==> config.mk <==
export PLATFORM = sky130hd
export DESIGN_NAME = mc_sequencer
export DESIGN_NICKNAME = d
export VERILOG_FILES = /design/src/rtl/mc_sequencer.sv
export SDC_FILE = /design/constraint.sdc
export NUM_CORES = 1
export LEC_CHECK = 0
export ABC_AREA = 1
export BUFFER_PORTS_ARGS = -buffer_cell sky130_fd_sc_hd__clkbuf_2
export CAP_MARGIN = 0
export CORE_ASPECT_RATIO = 1.75
export CORE_MARGIN = 2
export CORE_UTILIZATION = 55
export CTS_CLUSTER_SIZE = 30
export DETAILED_ROUTE_END_ITERATION = 6
export GPL_ROUTABILITY_DRIVEN = 0
export PLACE_DENSITY = 0.76
export SLEW_MARGIN = 20
export SYNTH_ARGS = -nofsm -noshare
export SYNTH_HDL_FRONTEND = slang
export SYNTH_SLANG_ARGS = --single-unit
==> constraint.sdc <==
create_clock -name clk -period 4.7 [get_ports clk]
set_clock_uncertainty 0.05 [all_clocks]
set_input_delay 0.235 -clock clk [delete_from_list [all_inputs] [get_ports clk]]
set_output_delay 0.235 -clock clk [all_outputs]
set_load 0.01 [all_outputs]
==> src/rtl/mc_sequencer.sv <==
// Multi-cycle control sequencer: steps each instruction through FETCH/DECODE/EXEC/MEM/WB,
// gates the decoder's enables into their phase, counts retirements and halts on faults.
module mc_sequencer #(
  parameter int unsigned ACK_TIMEOUT = 255
) (
  input  logic        clk,
  input  logic        rst,
  input  logic [5:0]  opcode,
  input  logic [1:0]  ctrlNPCFrom,
  input  logic        ctrlMemRead,
  input  logic        ctrlMemWrite,
  input  logic        ctrlRegWrite,
  output logic        imemReq,
  input  logic        imemAck,
  output logic        dmemReq,
  output logic        dmemWe,
  input  logic        dmemAck,
  output logic        irWrite,
  output logic        pcWrite,
  output logic        aluOutWrite,
  output logic        mdrWrite,
  output logic        regWrite,
  output logic [2:0]  state,
  output logic        halted,
  output logic        busErr,
  output logic [31:0] instret
);

  localparam int WAIT_W = ($clog2(ACK_TIMEOUT + 1) < 1) ? 1 : $clog2(ACK_TIMEOUT + 1);
  localparam bit WD_EN  = (ACK_TIMEOUT != 0);
  localparam logic [WAIT_W-1:0] WAIT_LIMIT = WAIT_W'((ACK_TIMEOUT == 0) ? 0 : ACK_TIMEOUT - 1);

  localparam logic [5:0] OP_RTYPE = 6'h00;
  localparam logic [5:0] OP_J     = 6'h02;
  localparam logic [5:0] OP_JAL   = 6'h03;
  localparam logic [5:0] OP_BEQ   = 6'h04;
  localparam logic [5:0] OP_BNE   = 6'h05;
  localparam logic [5:0] OP_ADDI  = 6'h08;
  localparam logic [5:0] OP_ADDIU = 6'h09;
  localparam logic [5:0] OP_SLTI  = 6'h0A;
  localparam logic [5:0] OP_SLTIU = 6'h0B;
  localparam logic [5:0] OP_ANDI  = 6'h0C;
  localparam logic [5:0] OP_ORI   = 6'h0D;
  localparam logic [5:0] OP_XORI  = 6'h0E;
  localparam logic [5:0] OP_LUI   = 6'h0F;
  localparam logic [5:0] OP_LW    = 6'h23;
  localparam logic [5:0] OP_SW    = 6'h2B;

  localparam logic [1:0] NPC_BRANCH = 2'd1;

  typedef enum logic [2:0] {
    S_FETCH  = 3'd0,
    S_DECODE = 3'd1,
    S_EXEC   = 3'd2,
    S_MEM    = 3'd3,
    S_WB     = 3'd4,
    S_HALT   = 3'd5
  } state_e;

  state_e            state_q, state_d;
  logic [WAIT_W-1:0] waitCnt_q, waitCnt_d;
  logic [31:0]       instret_q, instret_d;
  logic              busErr_q, busErr_d;
  logic              imemReq_q, imemReq_d;
  logic              dmemReq_q, dmemReq_d;
  logic              dmemWe_q, dmemWe_d;
  logic              halted_q, halted_d;
  logic              legalOp;
  logic              waiting;
  logic              timeoutHit;

  always_comb begin
    legalOp = 1'b0;
    case (opcode)
      OP_RTYPE, OP_ADDI, OP_ADDIU, OP_ANDI, OP_ORI, OP_LUI, OP_XORI, OP_SW,
      OP_LW, OP_BEQ, OP_BNE, OP_SLTI, OP_SLTIU, OP_J, OP_JAL: legalOp = 1'b1;
      default: legalOp = 1'b0;
    endcase
  end

  // FETCH only counts as waiting once imemReq is up, so the post-reset idle cycle is inert.
  assign waiting    = ((state_q == S_FETCH) && imemReq_q) || (state_q == S_MEM);
  assign timeoutHit = WD_EN && (waitCnt_q == WAIT_LIMIT);

  always_comb begin
    state_d     = state_q;
    busErr_d    = busErr_q;
    irWrite     = 1'b0;
    pcWrite     = 1'b0;
    aluOutWrite = 1'b0;
    mdrWrite    = 1'b0;
    regWrite    = 1'b0;
    case (state_q)
      S_FETCH: begin
        if (imemReq_q) begin
          if (imemAck) begin
            irWrite = 1'b1;
            state_d = S_DECODE;
          end else if (timeoutHit) begin
            state_d  = S_HALT;
            busErr_d = 1'b1;
          end
        end
      end
      S_DECODE: begin
        if (!legalOp) begin
          state_d = S_HALT;
        end else if (opcode == OP_J) begin
          pcWrite = 1'b1;
          state_d = S_FETCH;
        end else if (opcode == OP_JAL) begin
          pcWrite  = 1'b1;
          regWrite = ctrlRegWrite;
          state_d  = S_FETCH;
        end else begin
          state_d = S_EXEC;
        end
      end
      S_EXEC: begin
        aluOutWrite = 1'b1;
        if (ctrlNPCFrom == NPC_BRANCH) begin
          pcWrite = 1'b1;
          state_d = S_FETCH;
        end else if (ctrlMemRead || ctrlMemWrite) begin
          state_d = S_MEM;
        end else begin
          state_d = S_WB;
        end
      end
      S_MEM: begin
        if (dmemAck) begin
          if (ctrlMemWrite) begin
            pcWrite = 1'b1;
            state_d = S_FETCH;
          end else begin
            mdrWrite = 1'b1;
            state_d  = S_WB;
          end
        end else if (timeoutHit) begin
          state_d  = S_HALT;
          busErr_d = 1'b1;
        end
      end
      S_WB: begin
        regWrite = ctrlRegWrite;
        pcWrite  = 1'b1;
        state_d  = S_FETCH;
      end
      S_HALT: state_d = S_HALT;
      default: state_d = S_HALT;
    endcase

    instret_d = pcWrite ? instret_q + 32'd1 : instret_q;

    if (state_d != state_q) waitCnt_d = '0;
    else if (waiting)       waitCnt_d = waitCnt_q + 1'b1;
    else                    waitCnt_d = waitCnt_q;

    // Moore outputs are registered from the next state so they are clean and 0 during reset.
    imemReq_d = (state_d == S_FETCH);
    dmemReq_d = (state_d == S_MEM);
    dmemWe_d  = (state_d == S_MEM) && ctrlMemWrite;
    halted_d  = (state_d == S_HALT);
  end

  always_ff @(posedge clk or posedge rst) begin
    if (rst) begin
      state_q   <= S_FETCH;
      waitCnt_q <= '0;
      instret_q <= '0;
      busErr_q  <= 1'b0;
      imemReq_q <= 1'b0;
      dmemReq_q <= 1'b0;
      dmemWe_q  <= 1'b0;
      halted_q  <= 1'b0;
    end else begin
      state_q   <= state_d;
      waitCnt_q <= waitCnt_d;
      instret_q <= instret_d;
      busErr_q  <= busErr_d;
      imemReq_q <= imemReq_d;
      dmemReq_q <= dmemReq_d;
      dmemWe_q  <= dmemWe_d;
      halted_q  <= halted_d;
    end
  end

  assign state   = state_q;
  assign imemReq = imemReq_q;
  assign dmemReq = dmemReq_q;
  assign dmemWe  = dmemWe_q;
  assign halted  = halted_q;
  assign busErr  = busErr_q;
  assign instret = instret_q;

endmodule

=== Yosys cells after proc, flatten, opt, wreduce, memory -nomap -nowiden ===
Memories as Yosys holds them, arrays and structs flattened.
Index checks and enable logic that the tools add are counted.

* Register bits: 48
* Bits in latches: 0
* Memory bits (writable): 0
* Memory bits (read-only): 64
* Input port bits: 15
* Output and inout bits: 45
* Logic and storage cells: 70
* Memories kept: 1

* $add $sub $neg: 2
* Multipliers: 0
* Divide/modulo/power cells: 0
* Order comparisons: 0
* Equal/unequal tests: 14
* Shift-type cells: 0
* Muxes and demuxes: 36
* Bitwise gates (word level): 0
* Reduce and logical (&&, ||, !) cells: 9

{| class="wikitable"
|+ Memories
! memory !! words !! bits a word !! read ports !! clocked after Yosys merged registers in !! wr ports !! line !! RTL
|-
| (no name shown) || 64 || 1 || 1 || 0 || 0 || 74 || <nowiki>case (opcode)</nowiki>
|}

{| class="wikitable"
|+ Operators with widths
! kind !! number
|-
| adder 32 x 1 -> 32 bit (second input constant) || 1
|-
| two-way mux 3 bit || 8
|-
| two-way mux 1 bit || 20
|-
| two-way mux 8 bit || 2
|-
| one-hot mux 3 bit (5 select lines) || 1
|-
| == test 6 x 2 -> 1 bit (second input constant) || 2
|-
| == test 3 x 2 -> 1 bit (second input constant) || 3
|-
| adder 8 x 1 -> 8 bit (second input constant) || 1
|-
| == test 8 bit (second input constant) || 1
|-
| == test 3 bit (second input constant) || 2
|-
| zero test 3 bit || 2
|-
| inequality test 2 bit (second input constant) || 3
|-
| two-way mux 2 bit || 2
|-
| one-hot mux 1 bit (2 select lines) || 2
|-
| one-hot mux 1 bit (4 select lines) || 1
|-
| AND reduction 4 bit || 1
|-
| nonzero test 2 bit || 2
|-
| == test 3 x 1 -> 1 bit (second input constant) || 1
|-
| inequality test 3 bit || 1
|-
| == test 2 x 1 -> 1 bit (second input constant) || 1
|-
| logical AND 1 bit || 2
|-
| logical OR 1 bit || 2
|}

=== Depth between registers and ports, before layout ===
Gate-level depths: netlist of the first run.

* Word-level depth: 7
* Depth in mapped cells: 12
* Depth with buffers taken out: 12

=== Worst setup path before layout of the first run ===
Ideal clock, no wire load.

* Kind: register -> register
* Start point: register instret_q[0], in the netlist instret[0]
* End point: register instret_q[14], in the netlist instret[14]
* Setup time: 0.079 ns
* Arrival: 1.482 ns
* Data required time: 4.571 ns
* Path slack: 3.088 ns
* Cell stages (with the launch flop): 9
* Buffers on the path: 0
* Period minus slack after synthesis: 1.612 ns
* Cells stage by stage: dfrtp_1 > ha_1 > inv_1 > nor3_1 > inv_1 > nor3_2 > nand3b_1 > nor2_1 > xor2_1

* Cells in the longest elaborated chain, start to end: 1

{| class="wikitable"
|+ RTL lines
! element !! line !! RTL
|-
| start: declaration || 62 || <nowiki>logic [31:0] instret_q, instret_d;</nowiki>
|-
| start signal: assignment || 179 || <nowiki>instret_q <= instret_d;</nowiki>
|-
| adder 32 x 1 -> 32 bit || 153 || <nowiki>instret_d = pcWrite ? instret_q + 32'd1 : instret_q;</nowiki>
|}

Every way passes these cells.
A chain may end at the register's enable or synchronous reset.

=== Final worst setup path of the first run ===
* Start point: register state_q[1], in the netlist state[1]
* End point: register instret_q[6], in the netlist instret[6]

* Cells in the longest elaborated chain, start to end: 2
* Elaborated cells between the ends (all ways): 5
* Those cells by class: eq/ne: 4; mux: 1

{| class="wikitable"
|+ RTL lines
! element !! line !! RTL
|-
| start: declaration || 60 || <nowiki>state_e state_q, state_d;</nowiki>
|-
| start signal: assignment || 177 || <nowiki>state_q <= state_d;</nowiki>
|-
| == test 3 bit, or another cell as far along || 93 || <nowiki>case (state_q)</nowiki>
|-
| one-hot mux 1 bit (4 select lines) (*) || 93 ||
|}

Mark *: on every way between the ends. The rest lies on a longest branch, timed or not.

==> results of run 1 <==
## metrics by stage
| stage | area (um^2) | hold slack, ps | util [%] |
|---|---|---|---|
| 6_report | 3310 | -12.1 | 66.0 |
| 5_1_grt | 3310 | 64.7 | 66.0 |
| 4_1_cts | 3310 | 132 | 66.0 |
| 3_5_place_dp | 3200 | 422 | 63.8 |
| 3_3_place_gp | 3200 | 415 | 63.8 |
| 2_1_floorplan | 2880 | 291 | - |
## kinds of logic (layout without fill, tap and decap cells)
family / after synthesis / after routing / share of synthesized area, %
xor+xnor: 37 / 37 / 11.2
simple gates: 221 / 221 / 34.8
buf+inv: 50 / 113 / 7.42
fa+ha+maj: 3 / 3 / 1.30
flops: 48 / 48 / 41.7
compound gates: 18 / 18 / 3.60
## worst reg2reg max path: stages, from the launching register on
cell,delay (ps)
dfrtp_1,460
inv_1,130
nand3_1,90
nor2_1,160
nor2_1,90
nand2_4,290
inv_1,290
nor2_1,230
nand2_1,90
xor2_1,140
## final timing paths
check | slack (ps) | end | cells after the start
max in group asynchronous | 4110 | instret[29]$_DFFE_PP0P_ | 2
max | 2600 | instret[6]$_DFFE_PP0P_ | 9
min | -10 | halted$_DFF_PP0_ | 2
min in group clk | 180 | dmemWe$_DFF_PP0_ | 3
max reg2reg | 2600 | instret[6]$_DFFE_PP0P_ | 9
min reg2reg | 440 | busErr$_DFFE_PP0P_ | 1
## power groups by stage
stage	sequential (mW)	combinational, mW	clock [mW]
floorplan	0.608	0.412	0
global placement	0.591	0.590	0
detailed placement	0.596	0.598	0
CTS	0.588	0.600	0.298
global route	0.600	0.659	0.314
finish	0.589	0.603	0.288
## layer usage
metal  global-route usage [%]  routed length [um]  vias up  share of wire [%]
met2                     43.1                3480      127                 52
li1                         -                   -     1309                  -
met3                     3.74                 332       41                5.0
met1                     22.6                2380     1231                 36
met4                     17.8                 464        0                7.0
met5                        0                   0        -                  0
## synth_stat cells
cell type / instances
a21boi_0: 1
a21oi_1: 4
a21oi_2: 2
a31oi_1: 1
and2_1: 1
and3_1: 1
buf_4: 1
buf_6: 3
dfrtp_1: 48
ha_1: 3
inv_1: 43
inv_2: 3
nand2_1: 99
nand2_2: 1
nand2_4: 1
nand2b_1: 1
nand3_1: 21
nand3_2: 3
nand3_4: 1
nand3b_1: 1
nand4_1: 10
nor2_1: 51
nor2_2: 3
nor3_1: 23
nor3_2: 3
nor3_4: 1
o21ai_0: 2
o21ai_1: 7
o21bai_1: 1
xnor2_1: 8
xor2_1: 29
## flip-flops by register name, summed over array words and instances (netlist names)
name,flops
waitCnt_q,8
instret,32
imemReq,1
dmemWe,1
halted,1
dmemReq,1
busErr,1
state,3
## final cells by class
class                           instances  area (um^2)
Fill cell                             450         1710
Clock inverter                          2         35.0
Tap cell                               54         67.6
Clock buffer                            6         72.6
Sequential cell                        48         1200
Timing Repair Buffer                   59          295
Inverter                               46          174
Multi-Input combinational cell        279         1470
==> results.cfg, run 1 <==
[floorplan]
placementRows = 34
start_util_pct = 57.4
die_y_um = 99.8
core_mm2 = 0.00502
ios = 60
fp.dieW_um = 58.7
dieArea_mm2 = 0.00586

[critical_path]
critPathMostFrequentCell = nor2_1
crit_start = state[1]$_DFF_PP0_
critPathLaunchType = flop
rr_startpoint = state[1]$_DFF_PP0_
crit_type = flop to flop
cpPeakStageDelay_ps = 460
cp_cell_sequence = inv_1 -> nand3_1 -> nor2_1 -> nor2_1 -> nand2_4 -> inv_1 -> nor2_1 -> nand2_1 -> xor2_1
end_kind = flop
cp.required_ps = 4850
cp_top_family = simple AND/OR/NAND/NOR gates
arrival_ps = 2250
crit_fanout = 32
cp_slowest_cell = dfrtp_1
cp_num_buf_inv = 2

[finish]
stdcell_count = 494
nets = 457
syn_to_final_growth_pct = 14.9
layout_common_cells = 99 x nand2_1, 59 x clkbuf_2, 51 x nor2_1
layout-drive-gt1-share_pct = 19.3
final_common_cell = nand2_1
diodes = 0

[logic_synthesis]
netlist_instances = 377
syn_area_mm2 = 0.00288
synth_top_area_share_pct = 41.7
ys_seq_area_share_pct = 41.7
yosysTopAreaCell = dfrtp_1
syn-num-nets = 395
yosysWarnings = 0
syn-mean-instance-area_um2 = 7.65
ys_types = 31
ys_seq_elements = 48
synthTopCellsByArea = dfrtp_1 42%, nand2_1 13%, xor2_1 8.8%, nor2_1 6.6%, inv_1 5.6%

[pwr]
clock_power_share_pct = 19.5
p_int_mw = 0.840
ir_worst_vdd_mv = 0.322
seqPwrFrac_pct = 39.8
cellPowerDensity_mw_per_mm2 = 447
p_leak_nw = 1.69
power_mw = 1.48
p_sw_share_pct = 43.2
comb_power_share_pct = 40.7
p_sw_mw = 0.639

[routing]
drc = 2
vias = 2708
wl_per_cell_um = 13.5
vias_per_cell = 5.48
wl_mm = 6.66
ant_nets = 0
firstDrtPassIters = 6
drt_iter0_markers = 141

[timing]
period_share_pct = 44.7
setup_viol = 0
fmax_ghz = 0.476
worst_hold_slack_ps = -12.1
fin_setup_tns_ps = 0
finalWorstSetupSlack_ps = 2600
report.final.slew_viol_count = 0
slew_headroom_pct = 45.8
rsz0062_at_grt = no
worst_pin_slew_ps = 813
fin_crit_ps = 2100
hold_viol_final = 22

[flow_run]
maxCapViolCount = 0

[clock_tree]
cts_hold_buf = 0
cts-root-buf = clkbuf_8
tritoncts = yes
clockBufferDepth = 2
cts_htree_levels = 2
cts_made_buffers = 5
path_clk_slew_ps = 90
cts_resized = 0
clk_latency_ps = 300
cts_sinks = 48
postCtsSetupRepairBufs = 0

[run_status]
violations = design-rule violations, negative hold slack
status = finished, violations left

[placed_design]
port_buffers = 59
placed_cells = 486
dpl_worst_slack_ps = 2650
dpl.hpwl_mm = 5.19

[global_routing]
gr-total-overflow = 0
grt_max_degree = 49
grt_pass1_wl_mm = 10.9
grt_pass1_vias = 2681
grtUsageTotal_pct = 23.7
grt_antenna_before_repair = 0

[min_path]
hold_class = primary input to asynchronous set/reset pin
Note: power is estimated with default switching activity, not from simulation.
==> inputs of run 2 (changes only) <==
--- a/config.mk
+++ b/config.mk
@@ -10,11 +10,11 @@
 export CAP_MARGIN = 0
 export CORE_ASPECT_RATIO = 1.75
 export CORE_MARGIN = 2
-export CORE_UTILIZATION = 55
+export CORE_UTILIZATION = 50
 export CTS_CLUSTER_SIZE = 30
 export DETAILED_ROUTE_END_ITERATION = 6
 export GPL_ROUTABILITY_DRIVEN = 0
-export PLACE_DENSITY = 0.76
+export PLACE_DENSITY = 0.73
 export SLEW_MARGIN = 20
 export SYNTH_ARGS = -nofsm -noshare
 export SYNTH_HDL_FRONTEND = slang
==> constraint.sdc (replaced) <==
create_clock -name clk -period 1.9 [get_ports clk]
set_clock_uncertainty 0.05 [all_clocks]
set_input_delay 0.095 -clock clk [delete_from_list [all_inputs] [get_ports clk]]
set_output_delay 0.095 -clock clk [all_outputs]
set_load 0.01 [all_outputs]
==> run 2 against run 1 <==
Net effect: the flow now finishes without violations; non-clock buffer count is 22 higher; clock-buffer cell count stayed put; via count is 2.7% higher; design area is 6.9% higher; first-iteration DRC count is 21% higher; maximum frequency is 17% higher; wire length is 8.4% higher; critical path depth is 2 higher; final cell count is 8.7% higher; sequential cell count stayed put; global-route usage is 0.30 points higher.
==> results.cfg, run 2 (synthesized netlist as in run 1, its figures left out) <==
[global_routing]
grtUsageTotal_pct = 24.0
grt_pass1_vias = 2796
gr-total-overflow = 0
grt_max_degree = 20
grt_pass1_wl_mm = 11.8
grt_antenna_before_repair = 0

[clock_tree]
tritoncts = yes
clockBufferDepth = 2
cts_made_buffers = 5
path_clk_slew_ps = 80
cts_htree_levels = 2
cts-root-buf = clkbuf_8
clk_latency_ps = 300
cts_sinks = 48

[pwr]
ir_worst_vdd_mv = 0.748
clock_power_share_pct = 14.6
p_sw_mw = 1.69
p_int_mw = 2.17
cellPowerDensity_mw_per_mm2 = 1090
p_leak_nw = 1.79
power_mw = 3.86
p_sw_share_pct = 43.8
seqPwrFrac_pct = 37.4
comb_power_share_pct = 48.0

[critical_path]
rr_startpoint = waitCnt_q[0]$_DFFE_PP0P_
cp_cell_sequence = inv_1 -> ha_1 -> nand2_1 -> nor2_1 -> nand2_2 -> nand3_2 -> nand2_1 -> nand4_1 -> nor2_2 -> nand3_4 -> nor2_1
crit_fanout = 8
cp.required_ps = 2090
end_kind = flop
crit_type = flop to flop
reg2regPathDepth = 11
cp_slowest_cell = dfrtp_1
r2r_slack_ps = 100
reg2reg_to = waitCnt_q[5]$_DFFE_PP0P_
arrival_ps = 1990
cp_num_buf_inv = 1
cp_top_family = simple AND/OR/NAND/NOR gates
cpPeakStageDelay_ps = 370
critPathLaunchType = flop

[finish]
finalInstanceArea_mm2 = 0.00354
syn_to_final_growth_pct = 22.9
diodes = 0
layout-drive-gt1-share_pct = 26.2
layout_common_cells = 96 x nand2_1, 59 x clkbuf_2, 47 x dfrtp_1
stdcell_count = 537
largest_reg_flops = 32
final_common_cell = nand2_1
nets = 479
n_fill_cell = 533

[routing]
vias_per_cell = 5.18
drc = 0
wl_per_cell_um = 13.4
drt_iter0_markers = 171
vias = 2780
firstDrtPassIters = 4
ant_nets = 0
wl_mm = 7.22

[placed_design]
port_buffers = 59
place_area_mm2 = 0.00330
dpl.hpwl_mm = 5.69
placed_cells = 517

[timing]
slew_headroom_pct = 77.1
worst_hold_slack_ps = 76.2
rsz0062_at_grt = yes
report.final.slew_viol_count = 0
worst_pin_slew_ps = 341
fmax_ghz = 0.556
period_share_pct = 94.6
fin_setup_tns_ps = 0
setup_viol = 0
hold_viol_final = 0
fin_crit_ps = 1800

[min_path]
min_path_cells = 4
hold_class = primary input to flop
hp-start = imemAck
min_to = busErr$_DFFE_PP0P_

[floorplan]
ios = 60
dieArea_mm2 = 0.00641
start_util_pct = 51.6
placementRows = 36
fp.dieW_um = 61.4
die_y_um = 104
core_mm2 = 0.00559

[flow_run]
maxCapViolCount = 0

[run_status]
status = finished, final reports clean
[run 2: final cells by class]
type / instances / area [um^2] / share of cell area, %
Multi-Input combinational cell: 279 / 1520 / 43.0
Sequential cell: 48 / 1200 / 33.9
Inverter: 46 / 175 / 4.94
Tap cell: 76 / 95.1 / 2.68
Clock inverter: 1 / 5.00 / 0.141
Timing Repair Buffer: 81 / 469 / 13.2
Clock buffer: 6 / 72.6 / 2.05
[run 2: power by group through the flow]
stage                     Clock [mW]  Sequential [mW]  Combinational [mW]
final                          0.563             1.44                1.85
after global routing           0.634             1.46                2.04
after CTS                      0.580             1.44                1.60
after detailed placement           0             1.46                1.59
after floorplan                    0             1.50                1.02
after global placement             0             1.45                1.58
[run 2: timing repair]
action | 4_1_cts | 5_1_grt
endpoints found under the setup margin | 0 | 10
gates resized for setup | 0 | 20
endpoints found under the hold margin | 36 | 0
hold buffers | 2 | 0
buffers inserted | 0 | 11
[run 2: worst min-delay path: stages]
cell,delay [ps]
clkbuf_2,90
nor2_1,50
nor2_1,90
o21bai_1,70
[run 2: through the flow]
step                utilization [%]  setup WS [ps]
floorplan                         -            288
global placement               59.1            115
detailed placement             59.1           37.9
CTS                            60.8           8.43
global route                   63.4          -37.4
finish                         63.4            102
[run 2: how the worst max path moves through the flow]
stage                                   startpoint                  endpoint  slack [ps]  cells past startpoint
after floorplan             instret[0]$_DFFE_PP0P_   instret[14]$_DFFE_PP0P_         290                      8
after detailed placement  waitCnt_q[0]$_DFFE_PP0P_  waitCnt_q[2]$_DFFE_PP0P_          40                     10
after CTS                       state[2]$_DFF_PP0_                   pcWrite           8                      7
final                     waitCnt_q[0]$_DFFE_PP0P_  waitCnt_q[5]$_DFFE_PP0P_         100                     11
after global placement    waitCnt_q[0]$_DFFE_PP0P_  waitCnt_q[1]$_DFFE_PP0P_         120                     10
after global routing      waitCnt_q[0]$_DFFE_PP0P_  waitCnt_q[4]$_DFFE_PP0P_         -40                     11
[run 2: routing by layer]
layer	global-route usage, %	part of all wire, %	vias up	wire length, um
met1	23.4	34	1274	2440
li1	-	-	1363	-
met3	4.73	4.1	41	298
met5	0	0	-	0
met2	42.9	56	102	4010
met4	14.9	6.3	0	458
